$ cat src/rtl/prep_scheduler.sv
// Dirty-slot scheduler for the shared trig/rotate pre-processor. Recomputes dirty shape
// slots round-robin, only while the vertical-blank window is open.
module prep_scheduler #(
    parameter int unsigned MAXSHP = 16,
    parameter int unsigned IDW    = $clog2(MAXSHP),
    parameter int unsigned LAT    = 4
) (
    input  logic              clk,
    input  logic              rst_n,
    input  logic              mark_valid,
    input  logic [IDW-1:0]    mark_id,
    input  logic              mark_all,
    input  logic              endframe,
    input  logic              newframe,
    output logic              ld_en,
    output logic [IDW-1:0]    ld_id,
    output logic              wb_en,
    output logic [IDW-1:0]    wb_id,
    output logic              busy,
    output logic [MAXSHP-1:0] dirty,
    output logic              overrun
);

    localparam int unsigned CW = (LAT > 1) ? $clog2(LAT) : 1;

    typedef enum logic [1:0] {StIdle, StIssue, StWait, StWb} state_e;

    state_e            state_q, state_d;
    logic              win_q, win_d;
    logic [IDW-1:0]    rr_q, rr_d;
    logic [IDW-1:0]    ld_id_q, ld_id_d;
    logic [IDW-1:0]    wb_id_q, wb_id_d;
    logic [CW-1:0]     wait_q, wait_d;
    logic [MAXSHP-1:0] dirty_q, dirty_d;
    logic [MAXSHP-1:0] others;
    logic [MAXSHP-1:0] remaining;
    logic [IDW-1:0]    rr_next;

    // First set bit of vec, scanning upward from start and wrapping at MAXSHP.
    function automatic logic [IDW-1:0] pick(input logic [MAXSHP-1:0] vec,
                                            input logic [IDW-1:0]    start);
        logic [IDW-1:0] res;
        logic [IDW-1:0] idx;
        logic           found;
        res   = start;
        found = 1'b0;
        for (int unsigned k = 0; k < MAXSHP; k++) begin
            idx = IDW'((32'(start) + k) % MAXSHP);
            if (!found && vec[idx]) begin
                res   = idx;
                found = 1'b1;
            end
        end
        return res;
    endfunction

    always_comb begin
        others          = dirty_q;
        others[ld_id_q] = 1'b0;
        rr_next         = (ld_id_q == IDW'(MAXSHP - 1)) ? '0 : ld_id_q + 1'b1;
        remaining       = (state_q == StWb) ? others : dirty_q;
    end

    always_comb begin
        state_d = state_q;
        rr_d    = rr_q;
        ld_id_d = ld_id_q;
        wb_id_d = wb_id_q;
        wait_d  = wait_q;
        dirty_d = dirty_q;
        win_d   = newframe ? 1'b0 : (endframe ? 1'b1 : win_q);

        case (state_q)
            StIdle: begin
                if ((win_q || endframe) && !newframe && (|dirty_q)) begin
                    state_d = StIssue;
                    ld_id_d = pick(dirty_q, rr_q);
                end
            end
            StIssue: begin
                wait_d  = '0;
                state_d = StWait;
            end
            StWait: begin
                wait_d = wait_q + 1'b1;
                if (wait_q == CW'(LAT - 1)) begin
                    state_d = StWb;
                    wb_id_d = ld_id_q;
                end
            end
            StWb: begin
                dirty_d[ld_id_q] = 1'b0;
                rr_d             = rr_next;
                // Chain straight into the next slot so there is no idle gap cycle.
                if (win_q && !newframe && (|others)) begin
                    state_d = StIssue;
                    ld_id_d = pick(others, rr_next);
                end else begin
                    state_d = StIdle;
                end
            end
            default: state_d = StIdle;
        endcase

        // Marks land after the write-back clear so a same-cycle mark wins.
        if (mark_all) begin
            dirty_d = '1;
        end
        for (int unsigned i = 0; i < MAXSHP; i++) begin
            if (mark_valid && (mark_id == IDW'(i))) begin
                dirty_d[i] = 1'b1;
            end
        end
    end

    always_ff @(posedge clk or negedge rst_n) begin
        if (!rst_n) begin
            state_q <= StIdle;
            win_q   <= 1'b0;
            rr_q    <= '0;
            ld_id_q <= '0;
            wb_id_q <= '0;
            wait_q  <= '0;
            dirty_q <= '1;
        end else begin
            state_q <= state_d;
            win_q   <= win_d;
            rr_q    <= rr_d;
            ld_id_q <= ld_id_d;
            wb_id_q <= wb_id_d;
            wait_q  <= wait_d;
            dirty_q <= dirty_d;
        end
    end

    always_comb begin
        ld_en   = (state_q == StIssue);
        wb_en   = (state_q == StWb);
        busy    = (state_q != StIdle);
        ld_id   = ld_id_q;
        wb_id   = wb_id_q;
        dirty   = dirty_q;
        overrun = newframe && ((|remaining) || (state_q == StIssue) || (state_q == StWait));
    end

endmodule

$ cat config.mk
export PLATFORM = sky130hd
export DESIGN_NAME = prep_scheduler
export DESIGN_NICKNAME = d
export VERILOG_FILES = /design/src/rtl/prep_scheduler.sv
export SDC_FILE = /design/constraint.sdc
export NUM_CORES = 1
export LEC_CHECK = 0
export ABC_AREA = 1
export CAP_MARGIN = 10
export CORE_UTILIZATION = 65
export CTS_BUF_LIST = sky130_fd_sc_hd__clkbuf_8 sky130_fd_sc_hd__clkbuf_16
export DETAILED_ROUTE_END_ITERATION = 10
export PLACE_DENSITY = 0.87
export SYNTH_ARGS = -nofsm -noshare
export SYNTH_HDL_FRONTEND = slang
export SYNTH_SLANG_ARGS = --single-unit
export TNS_END_PERCENT = 5
$ cat constraint.sdc
create_clock -name clk -period 9.75 [get_ports clk]
set_clock_uncertainty 0.15 [all_clocks]
set_input_delay 0.975 -clock clk [delete_from_list [all_inputs] [get_ports clk]]
set_output_delay 0.975 -clock clk [all_outputs]
set_load 0.1 [all_outputs]
# == Word-level counts from Yosys, hierarchy flattened ==
# Index checks and enable logic that the tools add are counted.
# totals
out_inout_bits,28
inputBits,10
ff_bits,33
elab_cells,411
# op_classes
magnitude_cmp,34
n_mux,215
eq_ne,23
addsub,32
n_bitwise,2
n_reduce_logical,98
# op_table
operator,n
$lt 4x5->1 const B,33
$mux 1,142
$mux 4,33
$bmux 1 s4,32
$add 4x4->4 const B,16
$logic_and 1x1->1,52
$reduce_or 16->1,3
$eq 4x4->1 const B,9
$add 4x3->4 const B,8
$mux 16,2
$logic_not 1->1,31
$add 4x2->4 const B,4
$and 16x16->16,1
$eq 4x3->1 const B,4
$not 16->16,1
$add 4x1->4 const B,3
$eq 4x2->1 const B,2
$pmux 2 s4,1
$pmux 4 s2,1
$reduce_bool 2->1,4
$eq 2x2->1 const B,3
$demux 1 s4,1
$eq 4x1->1 const B,1
$ge 4x1->1 const B,1
other kinds (11),16

# == Logic depth before layout (Yosys ltp) ==
# Gate-level depths: netlist of the first run.
# depth
word_depth,86
mapped_depth,35
ltp_nobuf,33

# == Worst setup path after synthesis of the first run ==
# Ideal clock, no wire load.
# synth_path
path_kind,register to output
startpoint,register ld_id_q[0] (netlist: ld_id[0])
endpoint,output port overrun
setup_slack_ps,5024
t_required_ps,8625
t_arrival_ps,3601
stages_incl_launch_ff,9
n_path_buf,1
cell_sequence,dfrtp_1 > buf_2 > clkinv_2 > ha_1 > nand3_1 > o21ai_0 > nand4_1 > nor4_1 > a31oi_1
# synth_via
elab_chain_cells,11
word_cells_on_any_way,12
cone_classes,order compare: 2; mux: 3; bitwise: 2; reduce/logical: 5
# synth_rtl
element,line,source
from (decl),31,"logic [IDW-1:0] ld_id_q, ld_id_d;"
from (signal assigned),129,ld_id_q <= ld_id_d;
$lt 4x5->1 (implied by the code) / $ge 4x1->1 (equally long branches),59,others[ld_id_q] = 1'b0;
$logic_and 1x1->1 (implied by the code),59,
$mux 1 (implied by the code),59,
$demux 1 s4 (*),59,
$not 16->16 (no source line) (*),-,
$and 16x16->16 (no source line) (*),-,
$mux 16 (*),-,
$reduce_or 16->1 (*),143,overrun = newframe && ((|remaining) || (state_q == StIssue) || (state_q == StWait));
$logic_or 1x1->1 (*) (2 in a row),143,
$logic_and 1x1->1 (*),143,
to (decl),21,output logic overrun
# Every way passes the cells marked *; elsewhere a longest branch is shown, timed or not.

# == Worst setup path in the final report of the first run ==
# layout_path
startpoint,register ld_id_q[0] (netlist: ld_id[0])
endpoint,register ld_id_q[1] (netlist: ld_id[1])
# layout_via
word_cells_on_any_way,153
cone_classes,add/sub: 16; order compare: 2; eq/ne: 2; mux: 97; bitwise: 2; reduce/logical: 34
# layout_lines
element,line,source
$add 4x1->4 / $eq 4x4->1 (equally long branches),60,rr_next = (ld_id_q == IDW'(MAXSHP - 1)) ? '0 : ld_id_q + 1'b1;
$mux 4 (*),60,
named net rr_next[1],37,logic [IDW-1:0] rr_next;
branches (longest 77 deep; another with $add 4x1->4),-,
$mux 4 (*),49,if (!found && vec[idx]) begin
$mux 4 (*),95,if (win_q && !newframe && (|others)) begin
$pmux 4 s2 (*),73,case (state_q)
# Mark *: on every way through the listed nets, which the timed path passes. The select of a mux whose other input is x is not followed.
# A chain may end at the register's enable or synchronous reset.

==> results of run 1 <==
placed cells by master (no fill, tap or decap), types with 4 or more instances in the layout:
cell / synthesis / final
a31oi_1: 9 / 9
nor4_1: 6 / 6
nor2_1: 38 / 38
nand2_1: 363 / 363
nand2_2: 9 / 9
ha_1: 17 / 17
inv_2: 6 / 6
nor3_1: 8 / 8
nor2_4: 4 / 4
nand3_2: 4 / 4
xnor2_1: 5 / 5
xor2_1: 10 / 10
nand4_1: 23 / 23
nor2_2: 4 / 4
inv_1: 104 / 104
dfstp_2: 16 / 16
a21oi_1: 30 / 30
dfrtp_1: 17 / 17
o211ai_1: 6 / 6
clkdlybuf4s50_1: 0 / 37
o21ai_0: 58 / 58
clkbuf_8: 0 / 5
nand3_1: 184 / 184
final cells by class:
cell class / instances / area, um2
sequential: 33 / 845.8
inverter: 115 / 437.9
clock inverter: 3 / 46.29
multi-input combinational: 800 / 3959
tap: 102 / 127.6
clock buffer: 5 / 68.82
timing repair buffer: 38 / 377.9
fill: 683 / 1984
routing by layer:
| metal | share of wire, % | global-route usage (%) | vias to the layer above |
|---|---|---|---|
| met2 | 43 | 66.61 | 537 |
| met3 | 13 | 6.486 | 119 |
| li1 | - | - | 3249 |
| met1 | 39 | 55.74 | 3009 |
| met5 | 0 | 0 | - |
| met4 | 5.0 | 17.82 | 0 |
registers in the layout, indices dropped and copies added, names as in the netlist:
register / cells
ld_id: 4
wait_q: 2
state_q: 2
rr_q: 4
win_q: 1
dirty: 16
wb_id: 4
through the flow:
step                std cells  hold slack [ns]  instance area [um2]  worst slack [ns]  util [%]
CTS                      1096           0.3353                 5863             4.946     74.71
global route             1096           0.3595                 5863             4.428     74.71
detailed placement       1088           0.3249                 5748             4.999     73.25
finish                   1096           0.3345                 5863             4.776     74.71
global placement         1088           0.3092                 5748             5.123     73.25
floorplan                 972           0.2972                 5373             5.024         -
cells by family (layout without fill, tap and decap cells):
kind of cell | Yosys count | count (layout) | share of synthesized area (%)
AND/OR/NAND/NOR | 651 | 651 | 54.40
flip-flops | 33 | 33 | 15.74
adder cells (fa/ha/maj) | 17 | 17 | 3.959
XOR/XNOR | 18 | 18 | 3.773
buffers and inverters | 139 | 161 | 10.57
AO/OA/AOI/OAI | 114 | 114 | 11.55
worst max path at each step:
stage / cells after the start / from / to / slack (ns)
floorplan: 8 / ld_id[0] / overrun / 5.02
global placement: 26 / ld_id[0] / ld_id[1] / 5.12
detailed placement: 29 / ld_id[0] / ld_id[2] / 5.00
CTS: 26 / ld_id[0] / ld_id[1] / 4.95
global route: 24 / rr_q[0] / ld_id[2] / 4.43
finish: 26 / ld_id[0] / ld_id[1] / 4.78
worst max-delay path: cells and delay by family, from the launching register on:
kind	cells	cell delay, ns
AO/OA/AOI/OAI	1	0.14
XOR/XNOR	1	0.26
adder cells (fa/ha/maj)	1	0.77
buffers and inverters	2	0.57
flip-flops	1	0.65
AND/OR/NAND/NOR	21	2.34
==> summary.md, run 1 <==
| Metric | Value |
|---|---|
| Outcome | `completed` |
| Clock Tree Buf Depth | `2` |
| Unrepaired setup endpoints after global routing | `false` |
| Row cnt | `32` |
| Post-route antenna net violation count | `0` |
| Ant. Diodes | `0` |
| Die Y | `92.92 um` |
| CP max stage cell | `ha_1` |
| Port Buffers | `37` |
| Critical Path End Type | `flop` |
| Sink Count | `33` |
| Initial antenna violation count | `0` |
| Largest net degree at the start of global routing | `34` |
| Synth cell types | `44` |
| DR vias/cell | `6.308` |
| Required time of the critical path | `9.82 ns` |
| IO Pins | `38` |
| CTS Buf Count | `5` |
| Area growth syn-to-layout | `9.129%` |
| Most used DFF post-synth | `dfrtp_1` |
| Final Setup Violations | `0` |
| CTS Hold Bufs | `0` |
| Share of cells above drive strength 1 | `6.640%` |
| Delay of the slowest cell on the worst path | `0.77 ns` |
| Routed len/inst | `16.36 um` |
| Setup bufs post-CTS | `0` |
| Final wirelength | `17930 um` |
| Vias in the first global route | `6221` |
| GRT Util Overall | `41.74%` |
| Final hold vios | `0` |
| Die X | `92.92 um` |
| Top post-synthesis cells by area | `nand2_1, nand3_1, dfrtp_1` |
| Clock slew at the register clock pins of the worst setup and hold paths | `0.07 ns` |
| Hold Crit Start | `wait_q[0]` |
| Clock root buffer | `clkbuf_8` |
| Post-synthesis register bit count | `33` |
| Relative slew slack | `32.85%` |
| DRT Pass-1 Iters | `10` |
| Crit path arrival time | `5.04 ns` |
| Core ar. | `7848 um2` |
| # Max-Cap Violations | `0` |
| Sequential element share of the synthesized area | `15.74%` |
| Initial core utilization | `68.46%` |
| Min cycle time layout | `4.974 ns` |
| Cells on Worst Hold Path | `1` |
| Synthesized net count | `999` |
| NumNets Final | `1020` |
| Critical path class | `flop to flop` |
| Post-synthesis average cell area | `5.527 um2` |
| Endpoint, Worst Hold | `wait_q[0]` |
| Synthesis warning total | `0` |
| CTS tree | `yes` |
| Async set or reset register ratio after synthesis | `100.0%` |
| H-Tree Depth | `2` |
| Final TNS setup | `0 ns` |
| Post-synth top area share | `25.36%` |
| Worst-skew pair later-pin latency | `0.29 ns` |
| Post-CTS sizing | `0` |
| Reg2reg end | `ld_id[1]` |
| Yosys top cell by area | `nand2_1` |
| Measured slew at the worst slew-check pin | `1.004 ns` |
| Post-Syn Instances | `972` |
| Post-synth top cells | `nand2_1, nand3_1, inv_1, o21ai_0, nor2_1` |
| DRC violations left | `0` |
| Most numerous cell in the Yosys netlist | `nand2_1` |
| FF-to-FF path depth | `26` |
| Post-detail-place hpwl | `13830 um` |
| Die footprint | `8633 um2` |
| Via count | `6914` |
| First-pass GRT wire length | `28860 um` |
| Final period util | `51.01%` |
| Reg2reg start | `ld_id[0]` |
| GRT overflow | `0` |
| CP startpoint kind | `flop` |
| Fmax | `201.1 MHz` |
| R2R Setup Slk | `4.78 ns` |
| Detailed router's first-iteration violation count | `777` |
| Synthesized area | `5373 um2` |
| Number of synthesized flops with an enable pin | `0` |
| Slew Limit Fails | `0` |
| Cell repeated most along the worst path | `nand2_1` |
| Min-Delay Path Class | `flop to flop` |
| CP max FO | `15` |
| Placer Congestion | `1.147` |
Power of run 1 is left out: the tool's default activity adds up to more than one toggle a clock period on the data nets, which glitch-free logic cannot reach.
==> run 2: changes to the inputs <==
--- a/config.mk
+++ b/config.mk
@@ -7,10 +7,10 @@
 export LEC_CHECK = 0
 export ABC_AREA = 1
 export CAP_MARGIN = 10
-export CORE_UTILIZATION = 65
+export CORE_UTILIZATION = 61
 export CTS_BUF_LIST = sky130_fd_sc_hd__clkbuf_8 sky130_fd_sc_hd__clkbuf_16
 export DETAILED_ROUTE_END_ITERATION = 10
-export PLACE_DENSITY = 0.87
+export PLACE_DENSITY = 0.82
 export SYNTH_ARGS = -nofsm -noshare
 export SYNTH_HDL_FRONTEND = slang
 export SYNTH_SLANG_ARGS = --single-unit
==> constraint.sdc (replaced) <==
create_clock -name clk -period 5.12 [get_ports clk]
set_clock_uncertainty 0.15 [all_clocks]
set_input_delay 0.512 -clock clk [delete_from_list [all_inputs] [get_ports clk]]
set_output_delay 0.512 -clock clk [all_outputs]
set_load 0.1 [all_outputs]
==> run 2 against run 1 <==
Cell count grew 0.91%. Worst setup slack got worse by 4.1 ns. Via count shrank 1.6%. First-iteration DRC count decreased by 8.8%. Critical path depth down 1. Critical path type unchanged. Critical endpoint is now ld_id[2]. Die area is 6.4% higher. Cell area grew 1.1%.
==> summary.md, run 2 (same netlist as run 1, synthesis figures left out) <==
| Metric | Value |
|---|---|
| Outcome | `completed` |
| Setup bufs post-CTS | `0` |
| First-pass GRT wire length | `28570 um` |
| Cells on Worst Hold Path | `1` |
| Met3 WL post-DR | `2067 um` |
| Slew Limit Fails | `0` |
| Final TNS setup | `0 ns` |
| Hold Crit Start | `wait_q[0]` |
| DRC violations left | `0` |
| Reg area | `845.8 um2` |
| Crit path arrival time | `4.53 ns` |
| Min-Delay Path Class | `flop to flop` |
| Area growth syn-to-layout | `10.32%` |
| Filler cells | `753` |
| Die X | `95.85 um` |
| Buf+Inv Stages, Crit Path | `4` |
| Detailed router's first-iteration violation count | `709` |
| Clock Tree Buf Depth | `2` |
| GRT Util Overall | `40.47%` |
| Core ar. | `8382 um2` |
| Required time of the critical path | `5.17 ns` |
| Final wirelength | `18050 um` |
| Initial antenna violation count | `0` |
| Initial core utilization | `64.10%` |
| Largest net degree at the start of global routing | `34` |
| IO Pins | `38` |
| Worst hold slack | `0.3429 ns` |
| Port Buffers | `37` |
| Via count | `6803` |
| Commonest non-fill, non-tap cell in the layout | `nand2_1` |
| Final hold vios | `0` |
| Worst-skew pair later-pin latency | `0.29 ns` |
| Crit-path leading delay family | `simple AND/OR/NAND/NOR gates` |
| Placed cell areas | `5804 um2` |
| # Max-Cap Violations | `0` |
| Max reg flops | `16` |
| Final period util | `87.44%` |
| Row cnt | `33` |
| Clock root buffer | `clkbuf_8` |
| Critical Path End Type | `flop` |
| DRT Pass-1 Iters | `7` |
| Unrepaired setup endpoints after global routing | `false` |
| CTS Buf Count | `5` |
| Reg2reg start | `ld_id[0]` |
| Measured slew at the worst slew-check pin | `0.9984 ns` |
| CP max stage cell | `dfrtp_1` |
| Critical path class | `flop to flop` |
| Relative slew slack | `33.23%` |
| Vias in the first global route | `5938` |
| Min cycle time layout | `4.477 ns` |
| Met2 WL post-DR | `7773 um` |
| NumNets Final | `1027` |
| Top sig layer | `met4` |
| DR vias/cell | `6.151` |
| CP max FO | `15` |
| Die footprint | `9187 um2` |
| Clock slew at the register clock pins of the worst setup and hold paths | `0.07 ns` |
| Endpoint, Worst Hold | `wait_q[0]` |
| Post-Route Utilization | `70.71%` |
| CTS tree | `yes` |
| Final Setup Violations | `0` |
| FF-to-FF path depth | `25` |
| Placer Congestion | `0.9784` |
| R2R Setup Slk | `0.64 ns` |
| Ant. Diodes | `0` |
| Share of cells above drive strength 1 | `7.393%` |
| CP startpoint kind | `flop` |
| Sink Count | `33` |
| Most frequent cells in the layout | `nand2_1, nand3_1, inv_1, o21ai_0, nor2_1` |
| Post-route antenna net violation count | `0` |
| Final Cell Area | `5927 um2` |
| Cell repeated most along the worst path | `nand2_1` |
| Area of the multi-input gates | `3961 um2` |
| Die Y | `95.85 um` |
| Fmax | `223.4 MHz` |
| Delay of the slowest cell on the worst path | `0.61 ns` |
| H-Tree Depth | `2` |
| GRT overflow | `0` |
| Post-detail-place hpwl | `13960 um` |
| Routed len/inst | `16.32 um` |
| DRT met1 WL | `7583 um` |
| Reg2reg end | `ld_id[2]` |
run 2: changes by cell type in the layout (fill, tap and decap cells not counted), sizes merged:
cell and delta:
clkinv -1, buf +7, clkbuf +1
run 2: how the worst max path moves through the flow:
stage / start / endpoint / slack [ns] / cells after the start
5_1_grt: ld_id[0] / ld_id[2] / 0.14 / 31
4_1_cts: ld_id[0] / ld_id[2] / 0.56 / 26
3_3_place_gp: ld_id[0] / ld_id[1] / 0.83 / 30
6_report: ld_id[0] / ld_id[2] / 0.64 / 25
3_5_place_dp: ld_id[0] / ld_id[1] / 0.64 / 27
2_1_floorplan: ld_id[0] / ld_id[1] / 0.68 / 32
run 2: stage by stage:
stage / setup slack, ns / cells
floorplan: 0.6810 / 972
global placement: 0.8308 / 1098
detailed placement: 0.6424 / 1098
CTS: 0.5645 / 1106
global route: 0.1357 / 1106
finish: 0.6430 / 1106
run 2: routing by layer:
metal,vias up,GRT usage (%)
met2,431,61.85
li1,3263,-
met1,3023,56.11
met3,86,9.084
met4,0,13.68
met5,-,0
run 2: cell type report:
class	count	area share (%)
inverters	115	7.389
clock buffers	6	1.393
multi-input cells	800	66.84
repair buffers	45	7.262
flip-flops and latches	33	14.27
clock inverters	2	0.6333
well taps	105	2.217
run 2: timing repair:
item / CTS / global route
hold buffers: 0 / 0
endpoints found under the setup margin: 0 / 4
resized for setup: 0 / 2
Power of run 2 is left out for the same reason.
==> run 3: changes to the inputs <==
--- a/config.mk
+++ b/config.mk
@@ -10,7 +10,9 @@
 export CORE_UTILIZATION = 61
 export CTS_BUF_LIST = sky130_fd_sc_hd__clkbuf_8 sky130_fd_sc_hd__clkbuf_16
 export DETAILED_ROUTE_END_ITERATION = 10
+export GPL_ROUTABILITY_DRIVEN = 0
 export PLACE_DENSITY = 0.82
+export RECOVER_POWER = 25
 export SYNTH_ARGS = -nofsm -noshare
 export SYNTH_HDL_FRONTEND = slang
 export SYNTH_SLANG_ARGS = --single-unit
==> constraint.sdc (replaced) <==
create_clock -name clk -period 5.12 [get_ports clk]
set_clock_uncertainty 0.15 [all_clocks]
set_input_delay 0.512 -clock clk [delete_from_list [all_inputs] [get_ports clk]]
set_output_delay 0.512 -clock clk [all_outputs]
set_load 0.05 [all_outputs]
==> run 3 against run 2 <==
The flow now finishes with violations (capacitance limit, slew limit). Utilization down 0.48 points. Critical path type unchanged. Die area unchanged. Largest cell class unchanged. Non-clock buffer count down 2. First-iteration DRC count up 12%. Worst setup slack worse by 0.25 ns. Cell count down 0.18%.
==> summary.md, run 3 (same netlist as run 1, synthesis figures left out) <==
| Metric | Value |
|---|---|
| H-Tree Depth | `2` |
| Die Y | `95.85 um` |
| Port Buffers | `37` |
| Final hold vios | `0` |
| CTS Hold Bufs | `0` |
| CP max FO | `15` |
| Slew Limit Fails | `34` |
| # Max-Cap Violations | `1` |
| Crit-path leading delay family | `simple AND/OR/NAND/NOR gates` |
| Commonest non-fill, non-tap cell in the layout | `nand2_1` |
| Setup bufs post-CTS | `0` |
| Vias in the first global route | `5828` |
| Worst path depth | `27` |
| Ant. Diodes | `0` |
| Met3 WL post-DR | `1980 um` |
| Worst-skew pair later-pin latency | `0.29 ns` |
| DRC violations left | `0` |
| Critical Path End Type | `flop` |
| Min-Delay Path Class | `flop to flop` |
| GRT Util Overall | `39.17%` |
| Routed len/inst | `15.72 um` |
| CP startpoint kind | `flop` |
| Required time of the critical path | `5.14 ns` |
| Via count | `6734` |
| Critical path class | `flop to flop` |
| Top sig layer | `met4` |
| Placed instance count | `1096` |
| Clock root buffer | `clkbuf_8` |
| Detailed router's first-iteration violation count | `796` |
| Buf+Inv Stages, Crit Path | `5` |
| Fmax | `211.3 MHz` |
| Final wirelength | `17350 um` |
| Min cycle time layout | `4.732 ns` |
| Clock Tree Buf Depth | `2` |
| Reg2reg start | `ld_id[0]` |
| DRT Pass-1 Iters | `8` |
| Share of cells above drive strength 1 | `7.007%` |
| Initial core utilization | `64.10%` |
| Final period util | `92.42%` |
| CTS Buf Count | `5` |
| Crit path arrival time | `4.75 ns` |
| Post-detail-place hpwl | `13570 um` |
| Area growth syn-to-layout | `9.572%` |
| Cells on Worst Hold Path | `1` |
| CP Capture Point | `ld_id[1]` |
| CP max stage cell | `ha_1` |
| CTS tree | `yes` |
| Measured slew at the worst slew-check pin | `1.756 ns` |
| IO Pins | `38` |
| Outcome | `finished with violations` |
| Most frequent cells in the layout | `nand2_1, nand3_1, inv_1, o21ai_0, nor2_1` |
| Cell repeated most along the worst path | `nand2_1` |
| R2R Setup Slk | `0.39 ns` |
| Worst Setup SP | `ld_id[0]` |
| Finished Layout Cells | `1104` |
| Sink Count | `33` |
| DR vias/cell | `6.100` |
| Row cnt | `33` |
| Met2 WL post-DR | `7845 um` |
| First-pass GRT wire length | `28010 um` |
| Clock slew at the register clock pins of the worst setup and hold paths | `0.07 ns` |
| Final TNS setup | `0 ns` |
| Post-route antenna net violation count | `0` |
| Initial antenna violation count | `0` |
| Filler cells | `772` |
| Post-CTS sizing | `0` |
| Core ar. | `8382 um2` |
| Delay of the slowest cell on the worst path | `0.70 ns` |
| FF-to-FF path depth | `27` |
| Unrepaired setup endpoints after global routing | `false` |
| Final Setup Violations | `0` |
| Reg2reg end | `ld_id[1]` |
| GRT overflow | `0` |
| Largest net degree at the start of global routing | `34` |
| DRT met1 WL | `7227 um` |
| NumNets Final | `1025` |
| Failing checks | `capacitance limit, slew limit` |
| Relative slew slack | `-17.07%` |
| Max reg flops | `16` |
| Die footprint | `9187 um2` |
| Die X | `95.85 um` |
==> run 3: layout make-up <==
class                      count  area [um2]  share of cell area [%]
clock buffer                   7       96.34                   1.637
sequential                    33       845.8                   14.37
multi-input combinational    800        3959                   67.25
tap                          105       131.4                   2.232
inverter                     115       437.9                   7.439
clock inverter                 1       5.005                 0.08502
timing repair buffer          43       411.6                   6.993
==> run 3: worst min-delay path by stage <==
stage	from	endpoint	slack (ns)
2_1_floorplan	rst_n	ld_id[0]	0.07
5_1_grt	wait_q[0]	wait_q[0]	0.35
4_1_cts	wait_q[0]	wait_q[0]	0.33
3_5_place_dp	wait_q[0]	wait_q[0]	0.32
3_3_place_gp	wait_q[0]	wait_q[0]	0.32
6_report	wait_q[0]	wait_q[0]	0.34
==> run 3: metal layers <==
metal	global-route usage, %	vias to the layer above
met1	54.23	3018
li1	-	3263
met3	6.240	47
met2	62.74	406
met4	11.44	0
met5	0	-
==> run 3: worst reg2reg max path: stages, from the launching register on <==
cell and delay [ns]:
dfrtp_1 0.60, clkinv_2 0.26, ha_1 0.70, inv_2 0.26
nand3_1 0.16, nand2_2 0.13, nand3_1 0.13, nand2_1 0.08
o21ai_0 0.21, nand2_1 0.07, o21ai_0 0.18, inv_1 0.15
nor2_2 0.14, nand2_2 0.08, nor2_4 0.12, nand2_2 0.07
nor2_4 0.12, nand3_1 0.09, nor2_2 0.15, nand2_1 0.09
inv_2 0.11, nand3_2 0.09, clkinv_1 0.12, nand2_2 0.06
nand2_1 0.08, nand2_1 0.06, nand3_1 0.08, a21oi_1 0.07
==> run 3: through the flow <==
stage                     utilization, %  hold WS, ns  instance area [um2]  setup slack, ns
final                              70.23       0.3365                 5887           0.3883
after detailed placement           69.07       0.3240                 5789           0.5313
after global placement             69.07       0.3176                 5789           0.7713
after global routing               70.23       0.3457                 5887          0.04620
after floorplan                        -      0.06641                 5373            1.031
after CTS                          70.28       0.3346                 5891           0.5094
Power of run 3 is left out for the same reason.
